**src/rtl/higher_or_lower_pkg.sv**
```systemverilog
// Shared types and constants for the Higher-or-Lower game controller.
//   state_t      : FSM state encoding (exported on the 3-bit state port)
//   BLUE..RED    : {r,g,b} drive values for the onboard RGB LED
//   GUESS_*      : latched guess codes; GUESS_NONE marks a timed-out (forced miss) round
//   lfsr_taps()  : Galois feedback masks for maximal-length LFSRs
package higher_or_lower_pkg;

    typedef enum logic [2:0] {
        IDLE      = 3'd0,
        DEAL      = 3'd1,
        GUESS     = 3'd2,
        DRAW      = 3'd3,
        CHECK     = 3'd4,
        GAME_OVER = 3'd5
    } state_t;

    localparam logic [2:0] BLUE   = 3'b001;
    localparam logic [2:0] WHITE  = 3'b111;
    localparam logic [2:0] GREEN  = 3'b010;
    localparam logic [2:0] YELLOW = 3'b110;
    localparam logic [2:0] RED    = 3'b100;

    localparam logic [1:0] GUESS_HI   = 2'b10;
    localparam logic [1:0] GUESS_LO   = 2'b01;
    localparam logic [1:0] GUESS_NONE = 2'b00;

    // Right-shifting Galois masks: term x^k of the feedback polynomial maps to bit k-1.
    // Widths 2..16 and 32 are covered; other widths do not give a maximal sequence.
    function automatic logic [31:0] lfsr_taps(input int w);
        case (w)
            2:       return 32'h0000_0003;
            3:       return 32'h0000_0006;
            4:       return 32'h0000_000C;
            5:       return 32'h0000_0014;
            6:       return 32'h0000_0030;
            7:       return 32'h0000_0060;
            8:       return 32'h0000_00B8;
            9:       return 32'h0000_0110;
            10:      return 32'h0000_0240;
            11:      return 32'h0000_0500;
            12:      return 32'h0000_0E08;
            13:      return 32'h0000_1C80;
            14:      return 32'h0000_3802;
            15:      return 32'h0000_6000;
            16:      return 32'h0000_D008;
            default: return 32'h8020_0003;
        endcase
    endfunction

endpackage

```
**src/rtl/higher_or_lower_game_ctrl_lfsr_rng.sv**
```systemverilog
// Maximal-length Galois LFSR used as the card source. Advances every cycle out of reset.
//   clk    in  : system clock
//   reset  in  : synchronous, active-low; loads SEED (a zero seed becomes 1)
//   value  out : current LFSR state, WIDTH bits (WIDTH >= 2)
module lfsr_rng
    import higher_or_lower_pkg::*;
#(
    parameter int              WIDTH = 8,
    parameter logic [WIDTH-1:0] SEED = WIDTH'(8'hA5)
) (
    input  logic             clk,
    input  logic             reset,
    output logic [WIDTH-1:0] value
);

    localparam logic [31:0]      TAPS32  = lfsr_taps(WIDTH);
    localparam logic [WIDTH-1:0] TAPS    = TAPS32[WIDTH-1:0];
    // An all-zero state would lock the register, so it can never be loaded.
    localparam logic [WIDTH-1:0] SEED_NZ = (SEED == '0) ? WIDTH'(1) : SEED;

    always_ff @(posedge clk) begin
        if (!reset)
            value <= SEED_NZ;
        else if (value[0])
            value <= (value >> 1) ^ TAPS;
        else
            value <= value >> 1;
    end

endmodule

```
**src/rtl/higher_or_lower_game_ctrl.sv**
```systemverilog
// Higher-or-Lower game controller: deals a card, takes a higher/lower guess, draws the next
// card and scores it. Tracks lives, a saturating score, a high score and an optional timeout.
//   clk, reset           : system clock, synchronous active-low reset
//   higher_btn/lower_btn : debounced levels; rising edges make a guess
//   confirm_btn          : debounced level; rising edge starts a game
//   state                : FSM state (encoding in higher_or_lower_pkg)
//   cur_num / next_num   : shown card / last drawn card
//   score / high_score   : current game score (saturating) / best since reset
//   lives_left           : remaining lives
//   rgb_led              : {r,g,b} LED drive
//   round_done/round_win : pulse while a guess is scored / its outcome, held afterwards
module higher_or_lower_game_ctrl
    import higher_or_lower_pkg::*;
#(
    parameter int               WIDTH          = 8,
    parameter int               SCORE_W        = 8,
    parameter int               LIVES          = 3,
    parameter bit               TIE_WINS       = 1'b1,
    parameter int               TIMEOUT_CYCLES = 0,
    parameter logic [WIDTH-1:0] LFSR_SEED      = WIDTH'(8'hA5)
) (
    input  logic                       clk,
    input  logic                       reset,
    input  logic                       higher_btn,
    input  logic                       lower_btn,
    input  logic                       confirm_btn,
    output logic [2:0]                 state,
    output logic [WIDTH-1:0]           cur_num,
    output logic [WIDTH-1:0]           next_num,
    output logic [SCORE_W-1:0]         score,
    output logic [SCORE_W-1:0]         high_score,
    output logic [$clog2(LIVES+1)-1:0] lives_left,
    output logic [2:0]                 rgb_led,
    output logic                       round_done,
    output logic                       round_win
);

    localparam int              LW         = $clog2(LIVES + 1);
    localparam int              TMO_W      = (TIMEOUT_CYCLES > 1) ? $clog2(TIMEOUT_CYCLES) : 1;
    localparam bit              TMO_EN     = (TIMEOUT_CYCLES != 0);
    localparam logic [LW-1:0]   LIVES_INIT = LW'(LIVES);
    localparam logic [TMO_W-1:0] TMO_LAST  = TMO_W'((TIMEOUT_CYCLES > 0) ? TIMEOUT_CYCLES - 1 : 0);

    state_t             cur_state, nxt_state;
    logic [WIDTH-1:0]   rnd;
    logic               higher_prev, lower_prev, confirm_prev;
    logic               armed;
    logic               hi_rise, lo_rise, confirm_rise;
    logic               guess_hi, guess_lo, guess_any;
    logic [1:0]         guess_q;
    logic [TMO_W-1:0]   tmo;
    logic               timed_out;
    logic               win, win_hold;

    lfsr_rng #(.WIDTH(WIDTH), .SEED(LFSR_SEED)) u_rng (
        .clk   (clk),
        .reset (reset),
        .value (rnd)
    );

    // The prev registers clear in reset, so a button held through reset would look like a
    // fresh rise; 'armed' masks edges for the first cycle after reset while prev catches up.
    assign hi_rise      = armed & higher_btn  & ~higher_prev;
    assign lo_rise      = armed & lower_btn   & ~lower_prev;
    assign confirm_rise = armed & confirm_btn & ~confirm_prev;

    // Simultaneous higher and lower rises are ambiguous and dropped.
    assign guess_hi  = hi_rise & ~lo_rise;
    assign guess_lo  = lo_rise & ~hi_rise;
    assign guess_any = guess_hi | guess_lo;

    assign timed_out = TMO_EN && (tmo == TMO_LAST);

    // A timed-out round carries GUESS_NONE and therefore always scores as a loss.
    always_comb begin
        win = 1'b0;
        if (guess_q == GUESS_HI)
            win = (next_num > cur_num) || (TIE_WINS && (next_num == cur_num));
        else if (guess_q == GUESS_LO)
            win = (next_num < cur_num) || (TIE_WINS && (next_num == cur_num));
    end

    // State register
    always_ff @(posedge clk) begin
        if (!reset)
            cur_state <= IDLE;
        else
            cur_state <= nxt_state;
    end

    // Next-state logic
    always_comb begin
        nxt_state = cur_state;
        case (cur_state)
            IDLE:      if (confirm_rise) nxt_state = DEAL;
            DEAL:      nxt_state = GUESS;
            GUESS: begin
                if (guess_any)      nxt_state = DRAW;
                else if (timed_out) nxt_state = CHECK;
            end
            DRAW:      nxt_state = CHECK;
            CHECK:     nxt_state = (!win && lives_left <= LW'(1)) ? GAME_OVER : GUESS;
            GAME_OVER: if (confirm_rise) nxt_state = DEAL;
            default:   nxt_state = IDLE;
        endcase
    end

    // Outputs decoded from state
    always_comb begin
        state      = cur_state;
        round_done = (cur_state == CHECK);
        round_win  = (cur_state == CHECK) ? win : win_hold;
    end

    // Datapath: edge registers, cards, counters and LED
    always_ff @(posedge clk) begin
        if (!reset) begin
            higher_prev  <= 1'b0;
            lower_prev   <= 1'b0;
            confirm_prev <= 1'b0;
            armed        <= 1'b0;
            cur_num      <= '0;
            next_num     <= '0;
            score        <= '0;
            high_score   <= '0;
            lives_left   <= LIVES_INIT;
            rgb_led      <= BLUE;
            guess_q      <= GUESS_NONE;
            tmo          <= '0;
            win_hold     <= 1'b0;
        end else begin
            higher_prev  <= higher_btn;
            lower_prev   <= lower_btn;
            confirm_prev <= confirm_btn;
            armed        <= 1'b1;
            case (cur_state)
                IDLE: rgb_led <= BLUE;
                DEAL: begin
                    cur_num    <= rnd;
                    score      <= '0;
                    lives_left <= LIVES_INIT;
                    tmo        <= '0;
                    rgb_led    <= WHITE;
                end
                GUESS: begin
                    if (guess_any)
                        guess_q <= guess_hi ? GUESS_HI : GUESS_LO;
                    else if (timed_out)
                        guess_q <= GUESS_NONE;
                    if (TMO_EN && !guess_any)
                        tmo <= tmo + 1'b1;
                end
                DRAW: next_num <= rnd;
                CHECK: begin
                    tmo      <= '0;
                    win_hold <= win;
                    if (win) begin
                        if (score != '1)
                            score <= score + 1'b1;
                        rgb_led <= GREEN;
                        cur_num <= next_num;
                    end else if (lives_left > LW'(1)) begin
                        lives_left <= lives_left - 1'b1;
                        rgb_led    <= YELLOW;
                        cur_num    <= next_num;
                    end else begin
                        // Last life lost: the score is final, fold it into the high score.
                        lives_left <= '0;
                        rgb_led    <= RED;
                        if (score > high_score)
                            high_score <= score;
                    end
                end
                default: ;
            endcase
        end
    end

endmodule

```
**config.mk**
```make
export PLATFORM = sky130hd
export DESIGN_NAME = higher_or_lower_game_ctrl
export DESIGN_NICKNAME = d
export VERILOG_FILES = /design/src/rtl/higher_or_lower_pkg.sv /design/src/rtl/higher_or_lower_game_ctrl_lfsr_rng.sv /design/src/rtl/higher_or_lower_game_ctrl.sv
export SDC_FILE = /design/constraint.sdc
export NUM_CORES = 1
export LEC_CHECK = 0
export ABC_AREA = 1
export CORE_AREA = 2 2 81 83
export CTS_BUF_LIST = sky130_fd_sc_hd__clkbuf_8
export DETAILED_ROUTE_END_ITERATION = 8
export DIE_AREA = 0 0 83 85
export HOLD_SLACK_MARGIN = 0.03
export PLACE_DENSITY_LB_ADDON = 0.12
export SYNTH_ARGS = -nofsm -noshare
export SYNTH_HDL_FRONTEND = slang
export SYNTH_HIERARCHICAL = 1
export SYNTH_SLANG_ARGS = --single-unit
```
**constraint.sdc**
```tcl
create_clock -name clk -period 3.6 [get_ports clk]
set_input_delay 0.72 -clock clk [delete_from_list [all_inputs] [get_ports clk]]
set_output_delay 0.72 -clock clk [all_outputs]
set_load 0.05 [all_outputs]
```
---- Word level (Yosys, flattened, before mapping) ----
Cells that the tools add are included.
operators by class
  $lt $le $gt $ge ......................... 5
  add/sub/neg operators ................... 2
  reductions and logical operators ........ 14
  bitwise gates (word level) .............. 17
  equal/unequal tests ..................... 15
  muxes and demuxes ....................... 22
operators with widths
  operator                                                                  count
  8-bit two-way mux                                                         5
  8-bit one-hot mux with 2 select lines                                     2
  8-bit greater-than comparator                                             2
  3-bit one-hot mux with 5 select lines                                     1
  3-bit two-way mux                                                         4
  3-bit one-hot mux with 3 select lines                                     1
  8-bit by 1-bit adder with 8-bit output (second input constant)            1
  1-bit AND                                                                 8
  8-bit equality test                                                       1
  8-bit less-than comparator                                                1
  2-bit two-way mux                                                         4
  8-bit inequality test (second input constant)                             1
  2-bit AND reduction                                                       4
  1-bit inverter                                                            7
  3-bit by 2-bit equality test with 1-bit output (second input constant)    2
  3-bit equality test (second input constant)                               2
  2-bit by 1-bit inequality test with 1-bit output (second input constant)  3
  1-bit two-way mux                                                         4
  2-bit inequality test (second input constant)                             2
  3-bit inverter with 4-bit output                                          1
  2-bit one-hot mux with 2 select lines                                     1
  4-bit AND reduction                                                       1
  3-bit by 1-bit equality test with 1-bit output (second input constant)    1
  3-bit zero test                                                           1
  14 further kinds                                                          15
storage, ports and cells
  input port bits ......................... 5
  flip-flop bits (word level) ............. 55
  word-level logic and storage cells ...... 89
  output and inout bits ................... 42

---- Depth between registers and ports, before layout ----
Gate-level depths: netlist (run 1).
  depth after elaboration ................. 8
  gate-level depth with buffers ........... 16
  depth with buffers taken out ............ 16

---- By module ----
The synthesis (run 1) kept the hierarchy.
by module, submodules not included
  module                     area an instance (um2)  seq. area each (um2)  cells each  times used
  higher_or_lower_game_ctrl  2,456.1                 940.9                 339         1
  lfsr_rng                   249.0                   160.2                 31          1

---- Worst setup path after synthesis (run 1) ----
Ideal clock, no wire load.
  path type ............................... register to output
  from .................................... register cur_num[7]
  to ...................................... output port round_win
  data required time ...................... 2.880 ns
  data arrival time ....................... 2.484 ns
  buffers on the path ..................... 0
  cell stages (with the launch flop) ...... 11
  setup slack ............................. 0.396 ns
  path through ............................ dfxtp_1 > inv_1 > ha_1 > a21o_1 > nor2_1 > nand2_1 > nand2_1 > nand2_1 > nand3_2 > inv_1 > a21oi_1
on the way
  word-level cells in the longest chain between the ends .. 5
  elaborated cells between the ends (all ways) .. 8
  classes of those cells .................. 2 x order compare; 1 x eq/ne; 3 x mux; 2 x reduce/logical
RTL lines
  item                                                               line                                                              text
  from (decl)                                                        higher_or_lower_game_ctrl.sv:28                                   output logic [WIDTH-1:0] cur_num,
  from (signal assigned)                                             higher_or_lower_game_ctrl.sv:139                                  cur_num <= rnd;
  from (signal assigned)                                             higher_or_lower_game_ctrl.sv:161                                  cur_num <= next_num;
  from (signal assigned)                                             higher_or_lower_game_ctrl.sv:165                                  cur_num <= next_num;
  8-bit less-than comparator or 8-bit equality test (tied branches)  higher_or_lower_game_ctrl.sv:80, higher_or_lower_game_ctrl.sv:78
  1-bit logical OR                                                   higher_or_lower_game_ctrl.sv:80                                   win = (next_num < cur_num) || (TIE_WINS && (next_num == cur_num));
  1-bit two-way mux                                                  higher_or_lower_game_ctrl.sv:79                                   else if (guess_q == GUESS_LO)
  1-bit two-way mux (*)                                              higher_or_lower_game_ctrl.sv:77                                   if (guess_q == GUESS_HI)
  1-bit two-way mux (*)                                              n/a
  to (decl)                                                          higher_or_lower_game_ctrl.sv:35                                   output logic round_win
Every way passes the cells marked *; elsewhere a longest branch is shown, timed or not.

---- Worst setup path after layout (run 1) ----
  from .................................... register cur_num[5]
  to ...................................... output port round_win
The elaborated chain is that of the path after synthesis.

==> impl_metrics.yaml, run 1 <==
cts:
  post_cts_resized: 0
  clockRootBuffer: "clkbuf_8"
  tritoncts: "built"
  clk_path_buf_depth: 2
  clk-insertion-delay-late_ps: 310
  clk_pin_slew_worst_paths_ps: 100
  postCtsSetupBuffers: 0
  htree_levels: 2
  ctsHoldBuffers: 0
  cts_buffers: 5
  clock-sinks: 55
drt:
  wl_per_cell_microns: 12.65
  num_vias: 2445
  vias_per_cell: 4.959
  drt_iter0_drc: 90
  drtAntennaViolNets: 0
  drcViolationCount: 0
  routed_wl_microns: 6237
  dr.pass1.iters: 4
grt:
  grt_start_max_net_pins: 33
  grt_remaining_overflow: 0
  first_global_vias: 2264
  grt_first_pass_wirelength_microns: 10520
  antenna_found_initial: 0
  grt_usage: 0.1806
critical_path:
  cp_max_fo: 8
  cp.arrival_ps: 2380
  slowest_stage: "dlymetal6s2s_1"
  critPathLaunchType: "flop"
  worstPathCellList: "inv_1, ha_1, a21oi_1, nor2_1, nor2_1, nand2_1, nand2_1, nand2_1, nand3_2, inv_1, a21oi_1, dlymetal6s2s_1"
  crit_required_ps: 2880
  worstSetupPathType: "reg -> out"
  worst-path-buf-inv: 3
  end_kind: "output pin"
  crit_top_cell: "nand2_1"
  cpPeakStageDelay_ps: 430
  crit_family: "buffers and inverters"
place:
  portBuffers: 46
  place_congestion: 0.7865
  dpl_worst_slack_ps: 444.4
  dp_hpwl_microns: 4568
final_layout:
  n_antenna_cell: 0
  drive_gt1_frac: 0.04808
  fillers: 647
  synthToLayoutAreaGrowth_pct: 22.99
  nets: 438
power_and_ir_drop:
  combPwrFrac: 0.454
  internal-power_mw: 1.141
  clkPwrFrac: 0.175
  ir_drop_v: 0.0003478
  power_density_mw_per_mm2: 619.3
  leakagePower_nw: 1.377
  p_switching_uw: 919.1
  switching_share: 0.4460
  seq_power_share: 0.371
synthesis:
  synthCells: 370
  synth_seq_area_share: 0.4070
  synth_ff_type: "dfxtp_1"
  synth-edff-count: 0
  synth_seq_cells: 55
  synth.net_count: 393
  ys_types: 29
  synth_area_per_cell_sq_um: 7.311
  ys.warnings.count: 6
  syn_area_sq_mm: 0.002705
  async_flop_share: 0
sta:
  finalHoldViolCount: 0
  max_freq_mhz: 322.5
  setup_slack_ps: 499.4
  finalClockSkew_ps: 11.27
  fin_crit_ps: 3101
  fin_tns_setup_ps: 0
  grt_setup_unrepaired: "no"
  maxSlewViolCount: 0
  setup_violations: 0
  worstMarginPinSlew_ps: 1067
  slew_headroom: 0.2876
  fin_crit_sh: 0.8613
floorplan:
  dieArea_sq_mm: 0.007055
  die_x_microns: 83
  initial_core_util: 0.4360
  io_pins: 47
  coreArea_sq_mm: 0.006205
  fp.dieH_microns: 85
  rows: 29
hold_path:
  hp-class: "reg -> reg"
run:
  maxCapViolCount: 0
outcome:
  status: "finished, final reports clean"
metrics by stage:
step                      power (mW)  std cells    util  hold WS [ps]  instance area, sq um
after floorplan                1.457        370       -         420.0                  2705
after global placement         1.711        485  0.5205         437.6                  3229
after detailed placement       1.722        485  0.5205         443.0                  3229
after CTS                      2.084        493  0.5358         458.0                  3324
after global routing           2.203        493  0.5362         495.9                  3327
final                          2.060        493  0.5362         452.4                  3327
power by group through the flow:
stage	sequential [mW]	clock [mW]	combinational (mW)
5_1_grt	0.779	0.394	1.03
6_report	0.765	0.360	0.936
3_5_place_dp	0.780	0	0.942
3_3_place_gp	0.777	0	0.934
2_1_floorplan	1.01	0	0.449
4_1_cts	0.767	0.372	0.945
state kept, by name, indices dropped and copies added (netlist names), 2 cells and up:
register	cells
cur_num	8
high_score	8
next_num	8
score	8
u_rng/value	8
rgb_led	3
state	3
guess_q	2
lives_left	2
worst reg2reg max path, delay by kind of cell (launching register included):
family / cells / cell delay [ps]
flip-flops: 1 / 360
AND/OR/NAND/NOR: 8 / 890
buffers and inverters: 2 / 240
AO/OA/AOI/OAI: 2 / 210
adder cells (fa/ha/maj): 1 / 300
cell families (layout without fill, tap and decap cells):
group,count (synthesis),in the layout,synth area share
buffers and inverters,60,106,0.08695
and+or+nand+nor,163,163,0.2761
adders and majority gates,18,18,0.08326
xor gates and xnor gates,4,4,0.01295
AOI/OAI and AO/OA,70,70,0.1337
DFF,55,55,0.4070
cell usage in the layout, fill, tap and decap left out, drive strengths merged, types with 6 or more instances in the layout:
| cell | count |
|---|---|
| nor3 | 6 |
| clkbuf | 6 |
| ha | 18 |
| nand3 | 23 |
| dfxtp | 55 |
| nor2 | 32 |
| inv | 51 |
| nand2 | 89 |
| o21ai | 21 |
| clkdlybuf4s50 | 45 |
| nand4 | 11 |
| a21oi | 44 |
Yosys cell counts (all sizes together), types with 4 or more instances:
library cell | number | area, sq um
nand2 | 89 | 341.6
dfxtp | 55 | 1101
inv | 50 | 187.7
a21oi | 44 | 220.2
nor2 | 32 | 143.9
nand3 | 23 | 125.1
o21ai | 21 | 105.1
ha | 18 | 225.2
nand4 | 11 | 75.07
buf | 6 | 32.53
nor3 | 6 | 46.30
clkbuf | 4 | 15.01
per-layer routing:
metal	track usage	vias to the layer above	share of wire
met4	0.05812	0	0.0090
met5	0	-	0
met1	0.2235	1112	0.46
li1	-	1293	-
met2	0.3167	36	0.50
met3	0.03599	4	0.032
cell type report:
class / count / area [sq um] / area share
clock inverters: 2 / 12.51 / 0.003761
clock buffers: 6 / 82.58 / 0.02482
repair buffers: 48 / 478.0 / 0.1437
flip-flops and latches: 55 / 1101 / 0.3310
multi-input cells: 255 / 1369 / 0.4114
inverters: 50 / 187.7 / 0.05641
well taps: 77 / 96.34 / 0.02896
worst paths after layout:
path	slack, ps	cells past startpoint	end	from
setup reg to reg	1440	13	cur_num[3]$_SDFFE_PN0P_	cur_num[5]$_SDFFE_PN0P_
setup / recovery	500	12	round_win	cur_num[5]$_SDFFE_PN0P_
hold / removal	450	2	u_rng/value[2]$_SDFF_PN1_	u_rng/value[3]$_SDFF_PN0_
hold reg to reg	450	2	u_rng/value[2]$_SDFF_PN1_	u_rng/value[3]$_SDFF_PN0_
Note: power is estimated with default switching activity, not from simulation.
==> run 2: changes to the inputs <==
ABC_AREA = default   (was 1)
CELL_PAD_IN_SITES_DETAIL_PLACEMENT = 2   (was default)
CELL_PAD_IN_SITES_GLOBAL_PLACEMENT = 2   (was default)
CORE_AREA = 2 2 91 93   (was 2 2 81 83)
DIE_AREA = 0 0 93 95   (was 0 0 83 85)
RECOVER_POWER = 50   (was default)
==> run 2 against run 1 <==
Against the previous run: sequential power is 14% lower; wire length is 19% higher; via count is 3.4% lower; setup slack worse by 230 ps; clock power is 21% higher.
==> impl_metrics.yaml, run 2 <==
outcome:
  status: "finished, final reports clean"
sta:
  fin_crit_ps: 3332
  grt_setup_unrepaired: "no"
  finalHoldViolCount: 0
  maxSlewViolCount: 0
  fin_tns_setup_ps: 0
  slew_headroom: 0.2946
  worstMarginPinSlew_ps: 1058
  finalClockSkew_ps: 4.625
  setup_violations: 0
  fin_crit_sh: 0.9255
  max_freq_mhz: 300.1
hold_path:
  hp-start: "rgb_led[2]$_SDFFE_PN0P_"
  hp-class: "reg -> reg"
  worstHoldPathCells: 2
  min_to: "rgb_led[2]$_SDFFE_PN0P_"
final_layout:
  n_antenna_cell: 0
  final_cell_mix: "55 x dfxtp_1, 34 x nor2_1, 29 x nand2_1"
  nets: 370
  fin_cells: 453
  drive_gt1_frac: 0.05460
  fillers: 917
  stdcell_area_sq_mm: 0.003352
  synthToLayoutAreaGrowth_pct: 26.25
  final_common_cell: "dfxtp_1"
synthesis:
  synth_seq_cells: 55
  yosysMostFrequentCell: "dfxtp_1"
  synth_seq_area_share: 0.4147
  synth_area_per_cell_sq_um: 8.880
  synth_ff_type: "dfxtp_1"
  synthCells: 299
  synth.net_count: 322
  synth_area_leader_cell: "dfxtp_1"
  synthTopCellsByCount: "55 x dfxtp_1, 34 x nor2_1, 29 x nand2_1"
  syn_area_sq_mm: 0.002655
  async_flop_share: 0
  netlist.area_leader.share: 0.4147
  synth_area_leaders: "dfxtp_1 41%, ha_1 8.5%, mux2i_1 7.2%"
  ys_types: 45
  ys.warnings.count: 6
  synth-edff-count: 0
place:
  place_congestion: 0.7296
  dp_cells: 445
  dp_hpwl_microns: 5574
  placed_area_sq_mm: 0.003237
  portBuffers: 46
run:
  maxCapViolCount: 0
floorplan:
  rows: 33
  fp.dieH_microns: 95
  coreArea_sq_mm: 0.007928
  dieArea_sq_mm: 0.008835
  initial_core_util: 0.3349
  die_x_microns: 93
  io_pins: 47
drt:
  routed_wl_microns: 7414
  dr.pass1.iters: 2
  num_vias: 2361
  wl_per_cell_microns: 16.37
  drt_iter0_drc: 43
  vias_per_cell: 5.212
  drcViolationCount: 0
  drtAntennaViolNets: 0
critical_path:
  worstSetupPathType: "reg -> out"
  cp_max_fo: 10
  reg2reg_depth: 9
  critPathLaunchType: "flop"
  cp.arrival_ps: 2610
  worst_r2r_startpoint: "cur_num[1]$_SDFFE_PN0P_"
  end_kind: "output pin"
  crit_required_ps: 2880
  r2r_slack_ps: 1030
  cpPeakStageDelay_ps: 540
  r2r_end: "high_score[1]$_SDFFE_PN0P_"
  worstPathCellList: "inv_1, ha_1, nor2b_1, o211ai_2, a21oi_1, o31ai_2, nor3_4, nor2_1, dlygate4sd2_1"
  slowest_stage: "dlygate4sd2_1"
grt:
  grt_start_max_net_pins: 22
  grt_remaining_overflow: 0
  first_global_vias: 2527
  grt_usage: 0.1808
  use_met1: 0.2095
  antenna_found_initial: 0
  met2_usage: 0.3394
  top_usage_layer: "met2"
  grt_first_pass_wirelength_microns: 12590
  grt.met3_usage: 0.03512
cts:
  htree_levels: 2
  clockRootBuffer: "clkbuf_8"
  clock-sinks: 55
  clk_path_buf_depth: 2
  clk_pin_slew_worst_paths_ps: 100
  cts_buffers: 5
  tritoncts: "built"
  clk-insertion-delay-late_ps: 310
  post_cts_resized: 2
  postCtsSetupBuffers: 0
  ctsHoldBuffers: 0
power_and_ir_drop:
  p_total_mw: 1.346
  power_density_mw_per_mm2: 401.6
  ir_drop_v: 0.0001367
  leakagePower_nw: 1.335
## run 2: cell types whose count changed after synthesis, sizes merged, moves of 4 or more
cell / before / now
and2: 0 / 8
nor3: 6 / 2
nand2: 89 / 29
mux2i: 0 / 19
nand3: 23 / 6
o31ai: 0 / 6
inv: 50 / 22
o21ai: 21 / 8
a311oi: 0 / 8
nand4: 11 / 7
a21oi: 44 / 19
nand2b: 0 / 13
## run 2: cell type report
cell class                      instances  area (sq um)  share of cell area
Clock buffer                            6         82.58             0.02464
Clock inverter                          2         35.03             0.01045
Inverter                               22         82.58             0.02464
Multi-Input combinational cell        211          1423              0.4244
Sequential cell                        55          1101              0.3285
Tap cell                              105         131.4             0.03919
Timing Repair Buffer                   52         496.7              0.1482
## run 2: how the worst max path moves through the flow
| stage | start | to | cells after the start |
|---|---|---|---|
| after floorplan | cur_num[1]$_SDFFE_PN0P_ | round_win | 8 |
| after global placement | cur_num[1]$_SDFFE_PN0P_ | round_win | 9 |
| after detailed placement | cur_num[7]$_SDFFE_PN0P_ | round_win | 8 |
| after CTS | cur_num[1]$_SDFFE_PN0P_ | round_win | 9 |
| after global routing | cur_num[1]$_SDFFE_PN0P_ | round_win | 9 |
| final | cur_num[1]$_SDFFE_PN0P_ | round_win | 9 |
## run 2: metrics by stage
step,hold WS (ps),setup WS [ps],util
after floorplan,432.6,396.1,-
after global placement,459.0,372.8,0.4083
after detailed placement,464.3,214.2,0.4083
after CTS,489.9,223.3,0.4238
after global routing,526.5,84.11,0.4228
final,486.9,268.3,0.4228
## run 2: critical path, delay by kind of cell, from the launching register on
kind                       cells  cell delay [ps]
DFF                            1              360
buffers and inverters          2              590
AOI/OAI and AO/OA              3              650
adders and majority gates      1              310
and+or+nand+nor                3              380
## run 2: metal layers
| metal | share of wire | routed length [microns] |
|---|---|---|
| met1 | 0.43 | 3182 |
| met2 | 0.53 | 3906 |
| met3 | 0.034 | 252 |
| met4 | 0.0098 | 73 |
| met5 | 0 | 0 |
## run 2: kinds of logic (layout without fill, tap and decap cells)
family                   after synthesis  count (layout)  share of synthesized area
AO/OA/AOI/OAI                         58              58                     0.1565
XOR/XNOR                               4               4                    0.01320
adder cells (fa/ha/maj)               18              18                    0.08483
buffers and inverters                 33              82                    0.05184
flip-flops                            55              55                     0.4147
multiplexers                          19              19                    0.07163
AND/OR/NAND/NOR                      112             112                     0.2074
## run 2: where the power goes
group          leakage (nW)  switching [mW]  internal (mW)  total (mW)
sequential            0.448          0.0217          0.638       0.659
combinational         0.825           0.169         0.0839       0.253
clock                0.0612           0.208          0.226       0.434
